===== config.mk =====
export PLATFORM = sky130hd
export DESIGN_NAME = network_sequencer
export DESIGN_NICKNAME = d
export VERILOG_FILES = /design/src/rtl/network_sequencer.sv
export SDC_FILE = /design/constraint.sdc
export NUM_CORES = 1
export LEC_CHECK = 0
export BUFFER_PORTS_ARGS = -buffer_cell sky130_fd_sc_hd__buf_2
export CORE_AREA = 2 2 81 83
export DETAILED_ROUTE_END_ITERATION = 16
export DIE_AREA = 0 0 83 85
export PLACE_DENSITY_LB_ADDON = 0.05
export SKIP_CTS_REPAIR_TIMING = 1
export SYNTH_ARGS = -nofsm -noshare
export SYNTH_HDL_FRONTEND = slang
export SYNTH_SLANG_ARGS = --single-unit

===== constraint.sdc =====
create_clock -name clk -period 4.8 [get_ports clk]
set_input_delay 0.96 -clock clk [delete_from_list [all_inputs] [get_ports clk]]
set_output_delay 0.96 -clock clk [all_outputs]
set_load 0.005 [all_outputs]

===== src/rtl/network_sequencer.sv =====
// Control FSM that runs a chain of fully-connected layers one at a time per frame,
// handshaking layerValid/layerOutValid, pulsing capture enables and timing the frame.
module network_sequencer #(
  parameter int numLayers     = 3,
  parameter int timeoutCycles = 2048,
  parameter int countWidth    = 16,
  parameter int idxWidth      = (numLayers > 1) ? $clog2(numLayers) : 1
) (
  input  logic                  clk,
  input  logic                  reset,
  input  logic                  frameStart,
  input  logic                  errClear,
  input  logic [numLayers-1:0]  layerOutValid,
  output logic [numLayers-1:0]  layerValid,
  output logic [numLayers-1:0]  captureEn,
  output logic [idxWidth-1:0]   activeLayer,
  output logic                  busy,
  output logic                  frameDone,
  output logic                  error,
  output logic [countWidth-1:0] frameLatency
);

  localparam int waitWidth = (timeoutCycles > 2) ? $clog2(timeoutCycles) : 1;

  localparam logic [waitWidth-1:0]  waitLast = waitWidth'(timeoutCycles - 1);
  localparam logic [idxWidth-1:0]   lastIdx  = idxWidth'(numLayers - 1);
  localparam logic [countWidth-1:0] latMax   = '1;
  localparam logic [numLayers-1:0]  oneHot   = numLayers'(1);

  typedef enum logic [2:0] {
    S_IDLE,
    S_RUN,
    S_WAIT,
    S_CAPTURE,
    S_DONE,
    S_ERROR
  } state_e;

  state_e                state_q, state_d;
  logic [idxWidth-1:0]   idx_q, idx_d;
  logic [waitWidth-1:0]  wait_q, wait_d;
  logic [countWidth-1:0] lat_q, lat_d;
  logic [countWidth-1:0] frame_latency_q, frame_latency_d;
  logic [numLayers-1:0]  layer_valid_q, layer_valid_d;
  logic [numLayers-1:0]  capture_en_q, capture_en_d;
  logic                  busy_q, busy_d;
  logic                  frame_done_q, frame_done_d;
  logic                  error_q, error_d;

  always_comb begin
    state_d         = state_q;
    idx_d           = idx_q;
    wait_d          = wait_q;
    lat_d           = lat_q;
    frame_latency_d = frame_latency_q;

    // Frame latency saturates instead of wrapping on pathologically slow layers.
    if ((state_q inside {S_RUN, S_WAIT, S_CAPTURE, S_DONE}) && (lat_q != latMax)) begin
      lat_d = lat_q + 1'b1;
    end

    case (state_q)
      S_IDLE: begin
        if (frameStart) begin
          idx_d   = '0;
          lat_d   = countWidth'(1);
          state_d = S_RUN;
        end
      end
      S_RUN: begin
        wait_d  = '0;
        state_d = S_WAIT;
      end
      S_WAIT: begin
        if (layerOutValid[idx_q]) begin
          state_d = S_CAPTURE;
        end else if (wait_q == waitLast) begin
          state_d = S_ERROR;
        end else begin
          wait_d = wait_q + 1'b1;
        end
      end
      S_CAPTURE: begin
        wait_d = '0;
        if (idx_q == lastIdx) begin
          frame_latency_d = lat_q;
          state_d         = S_DONE;
        end else begin
          idx_d   = idx_q + 1'b1;
          state_d = S_RUN;
        end
      end
      S_DONE: begin
        state_d = S_IDLE;
      end
      S_ERROR: begin
        if (errClear) begin
          state_d = S_IDLE;
        end
      end
      default: begin
        state_d = S_IDLE;
      end
    endcase

    // NOTE: outputs are decoded from the next state so the registered copies line up with state_q.
    layer_valid_d = '0;
    capture_en_d  = '0;
    if (state_d == S_RUN || state_d == S_WAIT) begin
      layer_valid_d = oneHot << idx_d;
    end
    if (state_d == S_CAPTURE) begin
      capture_en_d = oneHot << idx_d;
    end
    busy_d       = !(state_d == S_IDLE || state_d == S_ERROR);
    frame_done_d = (state_d == S_DONE);
    error_d      = (state_d == S_ERROR);
  end

  // NOTE: sequential state uses non-blocking assignments so every flop samples pre-edge values.
  always_ff @(posedge clk) begin
    if (reset) begin
      state_q         <= S_IDLE;
      idx_q           <= '0;
      wait_q          <= '0;
      lat_q           <= '0;
      frame_latency_q <= '0;
      layer_valid_q   <= '0;
      capture_en_q    <= '0;
      busy_q          <= 1'b0;
      frame_done_q    <= 1'b0;
      error_q         <= 1'b0;
    end else begin
      state_q         <= state_d;
      idx_q           <= idx_d;
      wait_q          <= wait_d;
      lat_q           <= lat_d;
      frame_latency_q <= frame_latency_d;
      layer_valid_q   <= layer_valid_d;
      capture_en_q    <= capture_en_d;
      busy_q          <= busy_d;
      frame_done_q    <= frame_done_d;
      error_q         <= error_d;
    end
  end

  assign layerValid   = layer_valid_q;
  assign captureEn    = capture_en_q;
  assign activeLayer  = idx_q;
  assign busy         = busy_q;
  assign frameDone    = frame_done_q;
  assign error        = error_q;
  assign frameLatency = frame_latency_q;

endmodule


After elaboration in Yosys (flattened, before gate mapping). Cells that the tools add are included.

Register bits after elaboration: 57. Bits of input ports: 7. Output and inout port bits: 27. Logic and storage cells: 62.

Add/subtract/negate cells: 3. Magnitude comparators: 1. Equality and inequality tests: 15. Shift operators: 1. Mux-type cells: 17. Bitwise logic cells: 2. Reductions and logical operators: 13.

Operator list (count): $mux 16 (3); $mux 11 (2); $pmux 11 s2 (1); $add 16x1->16 const B (1); $ne 16x16->1 const B (1); $mux 3 (5); $pmux 3 s5 (1); $eq 3x2->1 const B (4); $eq 3x3->1 const B (4); $add 11x1->11 const B (1); $eq 11x11->1 const B (1); $eq 3x1->1 const B (2); $logic_not 3->1 (2); $reduce_or 2->1 (3); $mux 2 (2); $ne 2x2->1 const B (2); $pmux 2 s2 (1); $reduce_bool 4->1 (1); $lt 2x3->1 const B (1); $reduce_and 3->1 (1); $shl 1x2->3 const A (1); $add 2x1->2 const B (1); $bmux 1 s2 (1); $eq 2x2->1 const B (1); 7 further kinds (9).

Depth between registers and ports, before layout.
Depth in word-level cells: 8. Depth in mapped cells: 7. Gate-level depth less buffers: 7.

Least setup slack after synthesis. No wires, ideal clock.

Path kind: input to register. Start: input port errClear. End: register error_q (netlist: error). Setup time: 0.073 ns. Arrival: 1.998 ns. Required time: 4.727 ns. Path slack: 2.730 ns. Stages: 5. Buffers on the path: 0. Path through: or3b_1 -> a21boi_0 -> a31oi_1 -> or2_2 -> nor3b_2.

Word-level cells in the longest chain between the ends: 3.

RTL lines: start: declaration (line 12) `input logic errClear,`; $mux 3 (line 97) `if (errClear) begin`; $pmux 3 s5 (line 62) `case (state_q)`; $eq 3x3->1 (line 117) `error_d = (state_d == S_ERROR);`; end signal: assignment (line 143) `error_q <= error_d;`; end: declaration (line 48) `logic error_q, error_d;`.

No other way between the ends. A chain may end at the register's enable or synchronous reset.

Worst setup path after layout.
Start: register state_q[2]. End: register frame_latency_q[13] (netlist: frameLatency[13]).

Word-level cells in the longest chain between the ends: 2.

RTL lines: start: declaration (line 39) `state_e state_q, state_d;`; start signal: assignment (line 134) `state_q <= state_d;`; $eq 3x2->1 (line 62); $reduce_and 2->1 (no line); end signal: assignment (line 138) `frame_latency_q <= frame_latency_d;`; end: declaration (line 43) `logic [countWidth-1:0] frame_latency_q, frame_latency_d;`.

No other way between the ends.

==> impl_metrics.yaml <==
status:
  status: "complete, no violations"
global_route:
  grt_pass1_wl_um: 9380
  antenna_found_initial: 0
  grt_max_degree: 27
  grt_usage_pct: 16.4
  grt_overflow: 0
  grt_pass1_vias: 1998
layout:
  drive_gt1_share_pct: 19.4
  final_common_cell: "dfxtp_1"
  diodes: 0
  fin_area_mm2: 0.00309
  final_nets: 346
  area_growth_pct: 15.0
  final_cell_mix: "57 x dfxtp_1, 43 x nand2_1, 37 x nor2_1"
detailed_routing:
  drtIter0Drc: 71
  wl_per_cell_um: 12.8
  drcViolationCount: 0
  num_vias: 2140
  ant_nets: 0
  vias_per_cell: 5.13
  routed_wl_um: 5360
  first_pass_iters: 4
placed_design:
  hpwl_um: 3700
  gp_congestion: 0.808
  place_area_mm2: 0.00286
  io_buffers: 33
critical_path:
  path_class: "reg -> reg"
  critPathArrivalTime_ns: 2.22
  crit_path_end_kind: "register"
  crit_fanout: 17
  worst_path_max_delay_cell: "dfxtp_1"
  required_ns: 5.06
  cp-startpoint: "state_q[2]"
  critPathBufInv: 0
  cpMostUsedCell: "nand2_1"
  critical-path-top-delay-family: "simple AND/OR/NAND/NOR gates"
  cp-start-kind: "register"
  path_cells: "and2b_1 > and2_1 > nand2_1 > nand2_1 > a21oi_1"
  r2r-start: "state_q[2]"
  critPathMaxStageDelay_ns: 0.60
synthesis:
  syn_area_mm2: 0.00268
  ys_seq_elements: 57
  synth_warnings: 0
  seq_area_frac_synth_pct: 42.5
  async_reset_ff_share_pct: 0
  syn_avg_cell_area_um2: 8.80
  synth_top_area_share_pct: 42.5
  synthCells: 305
  synth_nets: 316
  synth_flop_cell: "dfxtp_1"
  synth_area_leader_cell: "dfxtp_1"
  synth_cell_types: 57
  synth_area_leaders: "dfxtp_1 43%, nand2_1 6.0%, xnor2_1 5.2%"
  synth_edf_count: 0
clocking:
  ctsHtreeMaxLevel: 3
  insertion_delay_ns: 0.34
  cts_tree: "built"
  cts_root_buf: "clkbuf_8"
  cts_buffers: 9
  cts_sinks: 57
  cts_max_path_buffers: 2
  clk_pin_slew_worst_paths_ns: 0.07
timing:
  slew_headroom_pct: 57.2
  drv_slew: 0
  grt_setup_unrepaired: "no"
  tns_ns: 0
  worst_pin_slew_ns: 0.640
  hold_viol: 0
  setup_viol: 0
  layout_min_cycle_time_ns: 1.96
  max_freq_mhz: 510
  holdWs_ns: 0.449
  clock-skew-final_ns: 0.00530
  min_period_over_period_pct: 40.9
power:
  p_sw_mw: 0.242
  p_seq_share_pct: 46.1
  power_frac_comb_pct: 6.2
  internal_power_mw: 0.827
  swShare_pct: 22.7
  p_leak_nw: 1.16
  ir_worst_vdd_mv: 0.201
  pwr-share-clk_pct: 47.7
  p_per_area_mw_per_mm2: 346
die:
  die_h_um: 85
  die_area_mm2: 0.00706
  die_width_um: 83
  rows: 29
  start_util_pct: 43.3
  core_area_mm2: 0.00620
  pin_count: 34
run:
  drv_cap: 0
hold_path:
  worstHoldPathType: "reg -> reg"
  hp-start: "frameLatency[8]"
[synth_stat cells, types with 2 or more instances]
| master | instances |
|---|---|
| or3_1 | 3 |
| nor4_1 | 4 |
| nand3b_1 | 3 |
| nor3_1 | 5 |
| nand3_1 | 5 |
| nand4_1 | 3 |
| or2_2 | 2 |
| nor3b_1 | 2 |
| nor2_1 | 37 |
| mux2i_1 | 2 |
| clkbuf_8 | 2 |
| nor4b_1 | 8 |
| o211ai_1 | 4 |
| a31oi_1 | 2 |
| and4_1 | 2 |
| a2bb2oi_1 | 2 |
| xor2_1 | 5 |
| o21ai_2 | 2 |
| a21oi_1 | 20 |
| buf_2 | 7 |
| or3b_1 | 2 |
| and3_1 | 10 |
| o21ai_0 | 7 |
| and2_1 | 4 |
| clkbuf_1 | 4 |
| nand2_1 | 43 |
| nor2b_1 | 2 |
| xnor2_1 | 16 |
| ha_1 | 4 |
| o2111ai_1 | 3 |
| dfxtp_1 | 57 |
| inv_1 | 8 |
[state kept, by name, indices dropped and copies added, names as in the netlist]
name / flops
error: 1
wait_q: 11
lat_q: 16
frameDone: 1
captureEn: 3
layerValid: 3
busy: 1
activeLayer: 2
state_q: 3
frameLatency: 16
[worst register-to-register path: stages, from the launching register on]
cell	delay (ns)
dfxtp_1	0.60
and2b_1	0.29
and2_1	0.21
nand2_1	0.50
nand2_1	0.13
a21oi_1	0.16
[cells by family after synthesis]
group           count (synthesis)  share of synthesized area [%]
mux                             3                           1.17
buf+inv                        22                           4.38
compound gates                 51                           12.6
flops                          57                           42.5
xor+xnor                       21                           6.85
simple gates                  147                           30.6
fa+ha+maj                       4                           1.86
[through the flow]
step	setup slack, ns	instances	utilization [%]	power (mW)
after detailed placement	2.50	401	46.1	0.571
after global placement	2.55	401	46.1	0.571
after CTS	2.82	417	49.7	1.09
after global routing	2.62	417	49.7	1.11
final	2.84	417	49.7	1.07
after floorplan	2.73	305	-	0.557
[power groups by stage]
stage               sequential (mW)  clock [mW]  combinational (mW)
floorplan                     0.498           0              0.0585
global placement              0.504           0              0.0672
detailed placement            0.504           0              0.0669
CTS                           0.493       0.527              0.0672
global route                  0.495       0.542              0.0755
finish                        0.493       0.510              0.0659
[worst paths after layout]
kind | end | slack [ns] | cells past startpoint
max | frameLatency[13] | 2.84 | 5
min | frameLatency[8] | 0.45 | 2
max reg2reg | frameLatency[13] | 2.84 | 5
min reg2reg | frameLatency[8] | 0.45 | 2
[cell type report]
| cell class | instances | area [um2] |
|---|---|---|
| fillers | 604 | 3120 |
| multi-input cells | 226 | 1430 |
| flip-flops and latches | 57 | 1140 |
| repair buffers | 33 | 165 |
| clock buffers | 11 | 151 |
| well taps | 77 | 96.3 |
| clock inverters | 5 | 77.6 |
| inverters | 8 | 30.0 |
[per-layer routing]
layer  GRT usage (%)  wire length [um]  vias up
met4            6.26                83        0
met5               0                 0        -
met2            27.5              2580       20
met3            5.25               161       12
li1                -                 -     1128
met1            19.8              2530      980
Power figures use the tool's default switching activity.
